### src/rtl/arb_pkg.sv
// Shared types and helpers for the round-robin bus arbiter.
// Holds the FSM state enum, an index-width helper and a one-hot to index encoder.
// No logic of its own; imported by the picker and the arbiter top.
package arb_pkg;

    typedef enum logic {
        IDLE = 1'b0,
        OWN  = 1'b1
    } arb_state_t;

    // Index width for n entries, never narrower than one bit
    function automatic int idx_w(input int n);
        return (n < 2) ? 1 : $clog2(n);
    endfunction

    // One-hot (or zero) vector of up to 16 entries to its bit index; zero maps to 0
    function automatic logic [3:0] oh_to_idx(input logic [15:0] oh);
        logic [3:0] r;
        r = '0;
        for (int i = 0; i < 16; i++) begin
            if (oh[i]) r = r | 4'(i);
        end
        return r;
    endfunction

endpackage

### src/rtl/arb_rr_pick.sv
// Rotate-priority picker: first set bit of vec at or after ptr, wrapping to bit 0.
// Purely combinational, zero latency.
// No backpressure; valid is simply |vec.
module arb_rr_pick
    import arb_pkg::*;
#(
    parameter int N  = 4,
    parameter int IW = 2
) (
    input  logic [N-1:0]  vec,
    input  logic [IW-1:0] ptr,
    output logic          valid,
    output logic [IW-1:0] idx,
    output logic [N-1:0]  onehot
);

    logic [N-1:0] hi_mask;
    logic [N-1:0] hi_req;
    logic [N-1:0] sel;

    // Prefer requests at or above ptr; fall back to the full vector to wrap around
    always_comb begin
        hi_mask = '0;
        for (int i = 0; i < N; i++) begin
            hi_mask[i] = (i >= int'(ptr));
        end
        hi_req = vec & hi_mask;
        sel    = (|hi_req) ? hi_req : vec;
        onehot = '0;
        for (int i = 0; i < N; i++) begin
            if (sel[i] && (onehot == '0)) onehot[i] = 1'b1;
        end
        valid = |vec;
        idx   = IW'(oh_to_idx(16'(onehot)));
    end

endmodule

### src/rtl/bus_arbiter_rr.sv
// Shared-bus arbiter: PWB-first with a run limit, otherwise round-robin; hold and slow-unit minimum tenure.
// One cycle from request (bus idle) to registered grant; back-to-back tenures on release.
// Owner keeps the bus while hold[owner] is high or its minimum tenure has not expired.
module bus_arbiter_rr
    import arb_pkg::*;
#(
    parameter int                 NUM_REQ     = 4,
    parameter logic [NUM_REQ-1:0] SLOW_MASK   = 4'b1100,
    parameter int                 CYCLE_RATIO = 2,
    parameter int                 PWB_MAX     = 3
) (
    input  logic                        clk,
    input  logic                        rst,
    input  logic [NUM_REQ-1:0]          req,
    input  logic [NUM_REQ-1:0]          pwb,
    input  logic [NUM_REQ-1:0]          hold,
    output logic [NUM_REQ-1:0]          grant,
    output logic [idx_w(NUM_REQ)-1:0]   grant_id,
    output logic                        bus_active
);

    localparam int IW = idx_w(NUM_REQ);
    localparam int PW = idx_w(PWB_MAX + 1);
    localparam int TW = 4;

    arb_state_t      state_q, state_d;
    logic [NUM_REQ-1:0] grant_q, grant_d;
    logic [IW-1:0]   grant_id_q, grant_id_d;
    logic            bus_active_q, bus_active_d;
    logic [IW-1:0]   rr_ptr_q, rr_ptr_d;
    logic [PW-1:0]   pwb_run_q, pwb_run_d;
    logic [TW-1:0]   tenure_q, tenure_d;

    logic               pwb_valid, rr_valid;
    logic [IW-1:0]      pwb_idx, rr_idx, win_idx;
    logic [NUM_REQ-1:0] pwb_oh, rr_oh, win_oh;
    logic               rule1, any_req, arb_now;

    // Lowest-index priority write-back
    arb_rr_pick #(.N(NUM_REQ), .IW(IW)) u_pick_pwb (
        .vec    (req & pwb),
        .ptr    ('0),
        .valid  (pwb_valid),
        .idx    (pwb_idx),
        .onehot (pwb_oh)
    );

    // Round-robin over every request, starting at rr_ptr
    arb_rr_pick #(.N(NUM_REQ), .IW(IW)) u_pick_rr (
        .vec    (req),
        .ptr    (rr_ptr_q),
        .valid  (rr_valid),
        .idx    (rr_idx),
        .onehot (rr_oh)
    );

    // Winner selection and whether this cycle is an arbitration point
    always_comb begin
        rule1   = pwb_valid && (pwb_run_q < PW'(PWB_MAX));
        win_oh  = rule1 ? pwb_oh  : rr_oh;
        win_idx = rule1 ? pwb_idx : rr_idx;
        any_req = rr_valid;
        arb_now = (state_q == IDLE) || (!hold[grant_id_q] && (tenure_q == '0));
    end

    // State register plus output and counter registers
    always_ff @(posedge clk) begin
        if (rst) begin
            state_q      <= IDLE;
            grant_q      <= '0;
            grant_id_q   <= '0;
            bus_active_q <= 1'b0;
            rr_ptr_q     <= '0;
            pwb_run_q    <= '0;
            tenure_q     <= '0;
        end else begin
            state_q      <= state_d;
            grant_q      <= grant_d;
            grant_id_q   <= grant_id_d;
            bus_active_q <= bus_active_d;
            rr_ptr_q     <= rr_ptr_d;
            pwb_run_q    <= pwb_run_d;
            tenure_q     <= tenure_d;
        end
    end

    // Next state: own the bus whenever an arbitration point sees a request
    always_comb begin
        state_d = state_q;
        if (arb_now) begin
            state_d = any_req ? OWN : IDLE;
        end
    end

    // Next values of the registered outputs and the fairness/tenure counters
    always_comb begin
        grant_d    = grant_q;
        grant_id_d = grant_id_q;
        rr_ptr_d   = rr_ptr_q;
        pwb_run_d  = pwb_run_q;
        tenure_d   = ((state_q == OWN) && (tenure_q != '0)) ? tenure_q - 1'b1 : tenure_q;
        if (arb_now) begin
            if (any_req) begin
                grant_d    = win_oh;
                grant_id_d = win_idx;
                tenure_d   = SLOW_MASK[win_idx] ? TW'(CYCLE_RATIO - 1) : '0;
                if (rule1) begin
                    pwb_run_d = (pwb_run_q == PW'(PWB_MAX)) ? pwb_run_q : pwb_run_q + 1'b1;
                end else begin
                    pwb_run_d = '0;
                    rr_ptr_d  = (win_idx == IW'(NUM_REQ - 1)) ? '0 : win_idx + 1'b1;
                end
            end else begin
                grant_d    = '0;
                grant_id_d = '0;
                tenure_d   = '0;
            end
        end
        bus_active_d = |grant_d;
    end

    assign grant      = grant_q;
    assign grant_id   = grant_id_q;
    assign bus_active = bus_active_q;

endmodule

### config.mk
export PLATFORM = sky130hd
export DESIGN_NAME = bus_arbiter_rr
export DESIGN_NICKNAME = d
export VERILOG_FILES = /design/src/rtl/arb_pkg.sv /design/src/rtl/arb_rr_pick.sv /design/src/rtl/bus_arbiter_rr.sv
export SDC_FILE = /design/constraint.sdc
export NUM_CORES = 1
export LEC_CHECK = 0
export CAP_MARGIN = 15
export CORE_MARGIN = 1
export CORE_UTILIZATION = 54
export DETAILED_ROUTE_END_ITERATION = 10
export PLACE_DENSITY = 0.83
export SKIP_LAST_GASP = 1
export SLEW_MARGIN = 15
export SYNTH_ARGS = -nofsm -noshare
export SYNTH_HDL_FRONTEND = slang
export SYNTH_SLANG_ARGS = --single-unit
### constraint.sdc
create_clock -name clk -period 5.4 [get_ports clk]
set_input_delay 0.54 -clock clk [delete_from_list [all_inputs] [get_ports clk]]
set_output_delay 0.54 -clock clk [all_outputs]
set_load 0.02 [all_outputs]
==> results of run 1 <==
-- Yosys cell counts (all sizes together), types with 3 or more instances --
library cell	instances	area, sq um
a21o	3	22.52
a21oi	16	83.83
buf	6	42.54
dfxtp	16	320.3
ha	4	50.05
inv	5	18.77
nand2	23	88.84
nand3	5	25.02
nand3b	3	22.52
nor2	9	36.29
nor3	4	25.02
o211ai	4	30.03
o21ai	4	31.28
xnor2	3	26.28
-- cell families (layout without fill, tap and decap cells) --
group	count (synthesis)	count (layout)	share of synthesized area, %
compound gates	43	43	30.02
buf+inv	13	29	6.579
xor+xnor	3	3	2.512
simple gates	51	51	23.33
fa+ha+maj	4	4	4.785
flops	16	16	30.62
mux	1	1	2.153
-- tightest hold or removal path, cell delays in order, from the launching register on --
cell and delay (ps):
dfxtp_1 330, nand2_1 50, a21oi_1 50
-- per-stage QoR --
stage           power, W  instances
2_1_floorplan  0.0002477        131
3_3_place_gp   0.0002753        168
3_5_place_dp   0.0002791        168
4_1_cts        0.0003621        172
5_1_grt        0.0003814        172
6_report       0.0003616        172
-- final timing paths --
path / endpoint / slack (ps)
setup / recovery: rr_ptr_q[0]$_SDFFE_PP0P_ / 2950
setup reg to reg: tenure_q[0]$_SDFFE_PP0P_ / 3320
hold reg to reg: pwb_run_q[1]$_SDFFE_PP0P_ / 460
hold / removal: pwb_run_q[1]$_SDFFE_PP0P_ / 460
-- per-layer routing --
| layer | global-route usage (%) | routed length (um) | vias up |
|---|---|---|---|
| li1 | - | - | 508 |
| met1 | 33.49 | 1093 | 464 |
| met2 | 38.03 | 1116 | 41 |
| met3 | 5.952 | 184 | 2 |
| met4 | 9.412 | 15 | 0 |
| met5 | 0 | 0 | - |
-- layout by cell type, fill, tap and decap left out, drive strengths merged, types with 4 or more instances in the layout --
| master | n |
|---|---|
| nand2 | 23 |
| nand3 | 5 |
| nor2 | 9 |
| o211ai | 4 |
| a21oi | 16 |
| dfxtp | 16 |
| clkdlybuf4s50 | 20 |
| nor3 | 4 |
| inv | 5 |
| o21ai | 4 |
| clkbuf | 4 |
| ha | 4 |
-- power breakdown --
group | leakage, nW | internal, W | switching (W)
clock | 0.0210 | 0.0000411 | 0.0000418
combinational | 0.337 | 0.0000613 | 0.0000741
sequential | 0.131 | 0.000132 | 0.0000112
-- state kept, by name (all words and copies together) (netlist names) --
name / count
grant: 4
pwb_run_q: 2
rr_ptr_q: 2
grant_id: 2
tenure_q: 4
state_q: 1
bus_active: 1
-- layout make-up --
| type | count | area share (%) |
|---|---|---|
| clock buffer | 4 | 2.871 |
| inverter | 5 | 1.485 |
| multi-input combinational | 102 | 51.98 |
| sequential | 16 | 25.35 |
| tap | 25 | 2.475 |
| timing repair buffer | 20 | 15.84 |
==> out/metrics.cfg, run 1 <==
[run_status]
outcome=complete, no violations

[finish]
fillers=160
register_area_sq_um=320.3
fin_util_pct=71.63
layout.nets=166
multi_input_area_sq_um=656.9
area_growth_pct=20.81
diodes=0
final_area_sq_um=1264
layout-drive-gt1-share_pct=8.844

[critical_path]
worstReg2RegStart=tenure_q[0]$_SDFFE_PP0P_
max_stage_delay_ps=600
rr_worst_depth=7
path_buf_inv=1
critPathMaxFanout=10
endpoint_kind=register
critPathSlowestCell=clkdlybuf4s50_1
crit_arrival_ps=2630
critPathTopFamily=compound AO/OA/AOI/OAI gates
startpoint=req[0]
cp-start-kind=input pin
path_cells=clkdlybuf4s50_1 -> a22oi_4 -> a21o_1 -> o211ai_1 -> and2_1 -> ha_1 -> o41ai_1
crit_cells=7
critPathKind=input pin to register
cp_data_required_time_ps=5580

[sta]
final_max_slew_viol_count=0
maxSlewHeadroom_pct=40.22
fin_skew_ps=2.946
final.min_clock_period_ps=2453
fin_tns_setup_ps=0
rsz0062_at_grt=false
fin_crit_sh_pct=45.43
hold_viol_final=0
finalSetupViolCount=0
worstMarginPinSlew_ps=888.5
fmax_ghz=0.4077
hold_ws_ps=463.7
timing.final.ws_setup_ps=2947

[cts]
cts_resized=0
clockRootBuffer=clkbuf_4
clock_latency_ps=290
numClockSinks=16
cts_hold_buf=0
cts_htree_levels=1
clk_pin_slew_ps=100
clk_path_buf_depth=2
cts_tree=done
cts_buffers=3
cts_setup_buffers=0

[route]
drtAntennaViolNets=0
drt-total-wl_um=2410
drc_errors=0
drt_iter0_drc=30
drt-wirelength-per-cell_um=14.01
via_per_inst=5.901
drtPass1Iterations=4
vias=1015

[logic_synthesis]
postSynthCellCount=131
postSynth.asyncResetShare_pct=0
syn_area_sq_um=1046
synth_cell_type_count=43
yosys_warnings=0
synth_seq_cells=16
synth_flop_cell=dfxtp_1
syn_area_per_cell_sq_um=7.985
syn-num-nets=149
synth_edf_count=0
ys_seq_area_share_pct=30.62

[hold_path]
min_from=pwb_run_q[1]$_SDFFE_PP0P_
hold-path-cell-count=2
hp-class=register to register

[die]
core_sq_um=1764
std_cell_rows=15
die_x_um=46.01
ioPinCount=21
dieArea_sq_um=2117
die_y_um=46.01
initial_core_util_pct=59.29

[placed_design]
post_dp_cell_area_sq_um=1227
portBuffers=20
place_congestion=0.9990
place_ws_ps=2741
hpwl_um=1823

[grt]
grt-ovfl-total=0
grt_max_degree=18
antenna_found_initial=0
grtUsageTotal_pct=24.88
grt_pass1_wl_um=3753
grt_pass1_vias=847

[power]
power_density_nw_per_um2=286.1
p_leak_nw=0.4893
ir_drop_uv=263.3

[flow_run]
max-cap-violations=0

Power figures use the tool's default switching activity.
==> inputs of run 2 (changes only) <==
- CORE_UTILIZATION: 54 -> 50
- PLACE_DENSITY: 0.83 -> 0.78
- clock period: 5.4 -> 2.56 ns (I/O delays scaled with it)
==> out/metrics.cfg, run 2 (synthesized netlist as in run 1, its figures left out) <==
[sta]
fin_crit_sh_pct=80.83
fmax_ghz=0.4833
hold_viol_final=0  ; unchanged
final.min_clock_period_ps=2069
worstMarginPinSlew_ps=561.2  ; -327.2 ps
maxSlewHeadroom_pct=62.47  ; +22 points
rsz0062_at_grt=false
final_max_slew_viol_count=0  ; unchanged
fin_tns_setup_ps=0  ; unchanged
fin_skew_ps=1.032  ; -1.914 ps
finalSetupViolCount=0  ; unchanged

[finish]
diodes=0  ; unchanged
final_area_sq_um=1274  ; +0.79%
area_growth_pct=21.77
layout.nets=167  ; +0.60%
fillers=181  ; +13%
mostFrequentLayoutCell=nand2_1
final_cell_mix=22 x nand2_1, 20 x clkdlybuf4s50_1, 16 x dfxtp_1
layout-drive-gt1-share_pct=9.459  ; +0.62 points

[route]
via_per_inst=5.691  ; -3.6%
drc_errors=1  ; +1
drt-total-wl_um=2265  ; -6.0%
drt-wirelength-per-cell_um=12.94  ; -7.6%
vias=996  ; -1.9%
drt_iter0_drc=38  ; +27%
drtAntennaViolNets=0  ; unchanged
drtPass1Iterations=7  ; +3

[grt]
antenna_found_initial=0  ; unchanged
grtUsageTotal_pct=22.38  ; -2.5 points
grt_pass1_wl_um=3581  ; -4.6%
grt_pass1_vias=804  ; -5.1%
grt_max_degree=18  ; unchanged
grt-ovfl-total=0  ; unchanged

[cts]
cts_htree_levels=1  ; unchanged
clk_pin_slew_ps=90  ; about the same
clock_latency_ps=280  ; about the same
cts_hold_buf=0  ; unchanged
clockRootBuffer=clkbuf_4
numClockSinks=16  ; unchanged
cts_setup_buffers=0  ; unchanged
cts_resized=0  ; unchanged
cts_buffers=3  ; unchanged
cts_tree=done
clk_path_buf_depth=2  ; unchanged

[die]
core_sq_um=1962  ; +11%
ioPinCount=21  ; unchanged
die_x_um=47.74  ; +3.8%
initial_core_util_pct=53.32  ; -6.0 points
die_y_um=47.74  ; +3.8%
dieArea_sq_um=2279  ; +7.7%
std_cell_rows=16  ; +1

[power]
ir_drop_uv=471.3  ; +79%
report.power.total_w=0.0007511  ; +110%
power_density_nw_per_um2=589.7  ; +110%
p_leak_nw=0.4947  ; +1.1%

[placed_design]
place_congestion=0.9293  ; -7.0%
portBuffers=20  ; unchanged
post_dp_cell_area_sq_um=1237  ; +0.82%
hpwl_um=1825  ; +0.14%

[critical_path]
startpoint=req[0]
critPathKind=input pin to register
critPathMaxFanout=10  ; unchanged
cp-start-kind=input pin
worstReg2RegStart=tenure_q[0]$_SDFFE_PP0P_
cp_data_required_time_ps=2740  ; -2840 ps
endpoint_kind=register
crit_arrival_ps=2250  ; -380 ps

[run_status]
outcome=complete, but fails checks
violations=DRC

[hold_path]
min_from=pwb_run_q[1]$_SDFFE_PP0P_
hp-class=register to register

[flow_run]
max-cap-violations=0  ; unchanged

[run 2: cell types whose count changed in the layout (fill, tap and decap cells not counted), sizes merged]
cell,previous run,this run
buf,0,1
[run 2: path summary, 6_finish.rpt]
kind	to	slack [ps]	depth (start not counted)
worst min-delay path	pwb_run_q[1]$_SDFFE_PP0P_	470	2
worst max-delay path	rr_ptr_q[0]$_SDFFE_PP0P_	490	7
worst min register to register	pwb_run_q[1]$_SDFFE_PP0P_	470	2
worst max register to register	grant_id[1]$_SDFFE_PP0N_	500	7
[run 2: layer usage]
metal,track usage (%),vias to the layer above,wire (um)
met5,0,-,0
met4,5.000,0,0
met3,6.792,0,142
met2,32.16,35,1056
met1,32.65,455,1066
li1,-,506,-
[run 2: cell type report]
| class | instances | area [sq um] | area share [%] |
|---|---|---|---|
| multi-input cells | 102 | 656.9 | 51.57 |
| clock buffers | 4 | 36.28 | 2.849 |
| inverters | 5 | 18.77 | 1.473 |
| well taps | 27 | 33.78 | 2.652 |
| repair buffers | 21 | 207.7 | 16.31 |
| flip-flops and latches | 16 | 320.3 | 25.15 |
[run 2: worst max-delay path: stages]
cell             delay [ps]
clkdlybuf4s50_1         590
a22oi_4                 290
a21o_1                  240
o211ai_1                150
and2_1                  190
ha_1                    180
o41ai_1                 340
[run 2: through the flow]
stage / utilization (%) / setup WS [ps] / hold WS [ps] / instances
global placement: 63.07 / 289.7 / 442.6 / 171
global route: 64.92 / 314.6 / 500.9 / 175
finish: 64.92 / 490.7 / 473.6 / 175
floorplan: - / 740.0 / 339.1 / 131
CTS: 64.92 / 502.5 / 476.5 / 175
detailed placement: 63.07 / 227.7 / 462.1 / 171
[run 2: where the power goes]
part	leakage [nW]	total (W)	internal, W	switching (W)
clock network	0.0210	0.000167	0.0000866	0.0000800
registers	0.131	0.000302	0.000279	0.0000235
logic	0.342	0.000282	0.000130	0.000153
